==> config.mk <==
export PLATFORM = sky130hd
export DESIGN_NAME = montre_nios2_qsys_0_oci_dct_packer
export DESIGN_NICKNAME = d
export VERILOG_FILES = /design/src/rtl/montre_nios2_qsys_0_oci_dct_packer.sv
export SDC_FILE = /design/constraint.sdc
export NUM_CORES = 1
export LEC_CHECK = 0
export ABC_AREA = 1
export CORE_MARGIN = 5
export CORE_UTILIZATION = 50
export DETAILED_ROUTE_END_ITERATION = 10
export PLACE_DENSITY = 0.93
export SETUP_SLACK_MARGIN = 0.2
export SLEW_MARGIN = 15
export SYNTH_ARGS = -nofsm -noshare
export SYNTH_HDL_FRONTEND = slang
export SYNTH_SLANG_ARGS = --single-unit
==> constraint.sdc <==
create_clock -name clk -period 2.5 [get_ports clk]
set_input_delay 0.5 -clock clk [delete_from_list [all_inputs] [get_ports clk]]
set_output_delay 0.5 -clock clk [all_outputs]
set_load 0.01 [all_outputs]
==> src/rtl/montre_nios2_qsys_0_oci_dct_packer.sv <==
// OCI DCT packer: shifts 2-bit trace atoms into a 15-entry accumulator and hands closed frames downstream.
// Optional idle-timeout close is enabled by defining MONTRE_OCI_DCT_TIMEOUT_EN.
//
// state | meaning
// ACCUM | accumulator holds 0..14 atoms, input accepted
// FULL  | accumulator holds 15 atoms, input blocked until the frame transfers
module montre_nios2_qsys_0_oci_dct_packer #(
    parameter int unsigned FLUSH_TIMEOUT = 255
) (
    input  logic        clk,
    input  logic        reset,
    input  logic        atm_valid,
    input  logic [1:0]  atm_code,
    output logic        atm_ready,
    input  logic        flush,
    output logic        frm_valid,
    input  logic        frm_ready,
    output logic [29:0] frm_data,
    output logic [3:0]  frm_count,
    output logic [29:0] dct_buffer,
    output logic [3:0]  dct_count
);

    typedef enum logic {
        ACCUM = 1'b0,
        FULL  = 1'b1
    } state_t;

    // Clamp keeps an out-of-range zero from making the timeout fire immediately.
    localparam logic [7:0] TIMEOUT_TC = (FLUSH_TIMEOUT == 0) ? 8'd1 : 8'(FLUSH_TIMEOUT);

    state_t      state_q;
    state_t      state_d;
    logic        flush_pend;
    logic        flush_pend_d;
    logic        timeout_hit;
    logic        accept;
    logic        out_free;
    logic        close;
    logic        xfer;
    logic [29:0] buf_d;
    logic [3:0]  cnt_d;

    assign atm_ready = (dct_count != 4'd15);

    always_comb begin
        accept       = atm_valid & atm_ready;
        out_free     = !frm_valid | frm_ready;
        close        = (state_q == FULL)
                     | ((flush_pend | flush | timeout_hit) & (dct_count != 4'd0));
        xfer         = close & out_free;
        buf_d        = dct_buffer;
        cnt_d        = dct_count;
        flush_pend_d = flush_pend;

        // An atom accepted on a transfer edge starts the next frame.
        if (xfer) begin
            buf_d = accept ? {28'b0, atm_code} : 30'b0;
            cnt_d = accept ? 4'd1 : 4'd0;
        end else if (accept) begin
            buf_d = {dct_buffer[27:0], atm_code};
            cnt_d = dct_count + 4'd1;
        end

        if (xfer || dct_count == 4'd0)
            flush_pend_d = 1'b0;
        else if (flush)
            flush_pend_d = 1'b1;

        state_d = (cnt_d == 4'd15) ? FULL : ACCUM;
    end

    always_ff @(posedge clk) begin
        if (reset) begin
            state_q    <= ACCUM;
            dct_buffer <= 30'b0;
            dct_count  <= 4'd0;
            flush_pend <= 1'b0;
            frm_valid  <= 1'b0;
            frm_data   <= 30'b0;
            frm_count  <= 4'd0;
        end else begin
            state_q    <= state_d;
            dct_buffer <= buf_d;
            dct_count  <= cnt_d;
            flush_pend <= flush_pend_d;
            if (xfer) begin
                frm_valid <= 1'b1;
                frm_data  <= dct_buffer;
                frm_count <= dct_count;
            end else if (frm_valid && frm_ready) begin
                frm_valid <= 1'b0;
            end
        end
    end

`ifdef MONTRE_OCI_DCT_TIMEOUT_EN
    logic [7:0] idle_cnt;

    always_ff @(posedge clk) begin
        if (reset)
            idle_cnt <= 8'd0;
        else if (accept || xfer || dct_count == 4'd0)
            idle_cnt <= 8'd0;
        else if (idle_cnt != TIMEOUT_TC)
            idle_cnt <= idle_cnt + 8'd1;
    end

    assign timeout_hit = (idle_cnt == TIMEOUT_TC);
`else
    // Always false: TIMEOUT_TC is never zero.
    assign timeout_hit = (TIMEOUT_TC == 8'd0);
`endif

endmodule

==> results_dict.tcl <==
set metrics [dict create \
    status "finished, final reports clean" \
    synth_area_leaders "dfxtp_1, nand2_1, nor2_1" \
    slew_violations 0 \
    ys_seq_elements 71 \
    period_minus_slack_ns 2.16 \
    rsz0062_at_grt "false" \
    vias_per_cell 5.01 \
    cp.required_ns 2.00 \
    n_antenna_cell 0 \
    gp_congestion 0.853 \
    place_area_um2 3400 \
    layout-drive-gt1-share_pct 7.52 \
    synth_top_cell_area_share_pct 52.8 \
    cpPeakStageDelay_ns 0.53 \
    rrSetupSlack_ns 0.70 \
    grt_most_used_layer "met2" \
    grt_use_met1_pct 22.1 \
    worst_setup_path_start_kind "flip-flop" \
    placedCellCount 466 \
    final_nets 416 \
    syn_area_um2 2690 \
    htree_num_levels 3 \
    hp-class "reg2reg" \
    clk_latency_ns 0.34 \
    io_buffers 76 \
    path_cells "ha_1 > nand3_2 > clkdlybuf4s50_1" \
    firstDrtPassIters 4 \
    p_per_area_nw_per_um2 722 \
    synthCells 337 \
    crit_slowest_cell "clkdlybuf4s50_1" \
    initial_core_util_pct 52.0 \
    clk_path_buf_depth 2 \
    grt_pass1_wl_um 10800 \
    wl_per_cell_um 13.2 \
    num_rows 26 \
    grtUsageTotal_pct 18.8 \
    synth_largest_area_cell "dfxtp_1" \
    vias 2415 \
    drv_cap 0 \
    hold_viol 0 \
    cp_max_fo 7 \
    max_clock_freq_ghz 0.463 \
    drtIter0Drc 171 \
    finalWirelength_um 6370 \
    cts_tree "yes" \
    die_y_um 83.4 \
    fin_tns_setup_ns 0 \
    fin_crit_sh_pct 86.4 \
    holdWs_ns 0.484 \
    design.portCount 77 \
    overflow 0 \
    cts_made_buffers 9 \
    arrival_ns 1.66 \
    root_buffer "clkbuf_8" \
    gr-usage-met2_pct 31.5 \
    hpwl_um 4280 \
    ys_seq_area_share_pct 52.8 \
    syn2layout_area_growth_pct 33.4 \
    grt_antenna_before_repair 0 \
    worst_pin_slew_ns 0.368 \
    grt_pass1_vias 2299 \
    cts.reportedPaths.clkPinSlew_ns 0.07 \
    syn-mean-instance-area_um2 7.99 \
    drc 0 \
    yosys_warnings 0 \
    slew_headroom_pct 75.5 \
    synth_nets 346 \
    critPathCaptureType "primary output" \
    grt_use_met3_pct 6.93 \
    leakage_nw 1.31 \
    ir_worst_vdd_uv 406 \
    ys_types 24 \
    core_um2 5170 \
    utilization_pct 69.4 \
    grt_max_degree 44 \
    cts_sinks 71 \
    finalNonFillerCells 482 \
    final_area_um2 3590 \
    critical_path_class "reg2out" \
    dieArea_um2 6950 \
    dieWidth_um 83.4 \
    drt.antenna.violating_nets 0 \
    fin_worst_skew_ns 0.00764 \
    finalSetupViolations 0 \
]
stage by stage:
stage | power [W] | setup WS (ns)
2_1_floorplan | 0.00156 | 1.07
3_5_place_dp | 0.00173 | 0.446
5_1_grt | 0.00272 | 0.247
3_3_place_gp | 0.00172 | 0.485
4_1_cts | 0.00261 | 0.237
6_report | 0.00259 | 0.339
cells in the mapped netlist:
cell and count:
inv_1 7, nand2_2 2, buf_6 11, inv_6 1, nand2_1 75, o21ai_0 29, dfxtp_1 71, ha_1 2
inv_2 3, or2_2 1, nor2_1 72, or2_1 1, o21ai_1 6, nand3_1 6, nand2_8 1, xnor2_1 1
nand2_4 3, nand4_1 2, a21oi_1 32, nor2_2 1, nand3_2 1, buf_1 1, buf_2 6, clkbuf_1 2
worst max-delay path: cells and delay by family (launching register included):
family / cells / cell delay [ns]
fa+ha+maj: 1 / 0.24
simple gates: 1 / 0.16
buf+inv: 1 / 0.53
flops: 1 / 0.40
sequential cells by signal (all words and copies together) (netlist names):
name,flops
dct_buffer,30
frm_data,30
dct_count,4
frm_count,4
flush_pend,1
frm_valid,1
state_q,1
final timing paths:
check               startpoint            to  cells after the start
setup / recovery  dct_count[1]     atm_ready                      3
setup reg to reg  dct_count[1]       state_q                     11
hold / removal    frm_data[28]  frm_data[28]                      2
hold reg to reg   frm_data[28]  frm_data[28]                      2
placed cells by master (no fill, tap or decap):
| cell | count |
|---|---|
| inv_6 | 1 |
| dfxtp_2 | 2 |
| clkinv_2 | 1 |
| inv_1 | 7 |
| clkbuf_1 | 3 |
| clkdlybuf4s50_1 | 76 |
| inv_2 | 3 |
| nand2_2 | 2 |
| o21ai_0 | 29 |
| ha_1 | 2 |
| nand2_4 | 3 |
| clkbuf_8 | 10 |
| o21ai_1 | 6 |
| clkinvlp_4 | 1 |
| nand3_2 | 1 |
| nand2_8 | 1 |
| nor2_2 | 1 |
| or2_1 | 1 |
| or2_2 | 1 |
| bufinv_16 | 1 |
| buf_4 | 3 |
| dfxtp_1 | 69 |
| nand2_1 | 75 |
| nor2_1 | 72 |
| a21oi_1 | 32 |
| xnor2_1 | 1 |
| nand4_1 | 2 |
| nand3_1 | 6 |
layer usage:
layer  vias to the layer above  wire (um)  part of all wire [%]
met5                         -          0                     0
met1                      1118       2850                    45
met3                        11        415                   6.5
li1                       1215          -                     -
met2                        71       3000                    47
met4                         0        105                   1.6
final cells by class:
cell class / count / area (um2)
repair buffers: 79 / 783
multi-input cells: 235 / 1060
fillers: 399 / 1580
clock buffers: 13 / 149
flip-flops and latches: 71 / 1420
inverters: 11 / 46.3
well taps: 70 / 87.6
clock inverters: 3 / 42.5
timing repair:
action | in CTS | in global routing
setup buffers | 0 | 0
hold buffers | 0 | 0
setup endpoints to repair | 0 | 1
gates resized for setup | 0 | 2
power breakdown:
group          total (W)  internal, W  switching [W]
clock           0.000889     0.000488       0.000401
sequential       0.00126      0.00121      0.0000472
combinational   0.000447     0.000208       0.000238
total            0.00259      0.00191       0.000686
logic make-up (layout without fill, tap and decap cells):
logic type | after synthesis | in the layout | share of synthesized area, %
DFF | 71 | 71 | 52.8
buffers and inverters | 31 | 106 | 7.86
and+or+nand+nor | 165 | 165 | 25.6
AOI/OAI and AO/OA | 67 | 67 | 12.5
xor gates and xnor gates | 1 | 1 | 0.325
adders and majority gates | 2 | 2 | 0.930
(Power assumes the default switching activity.)
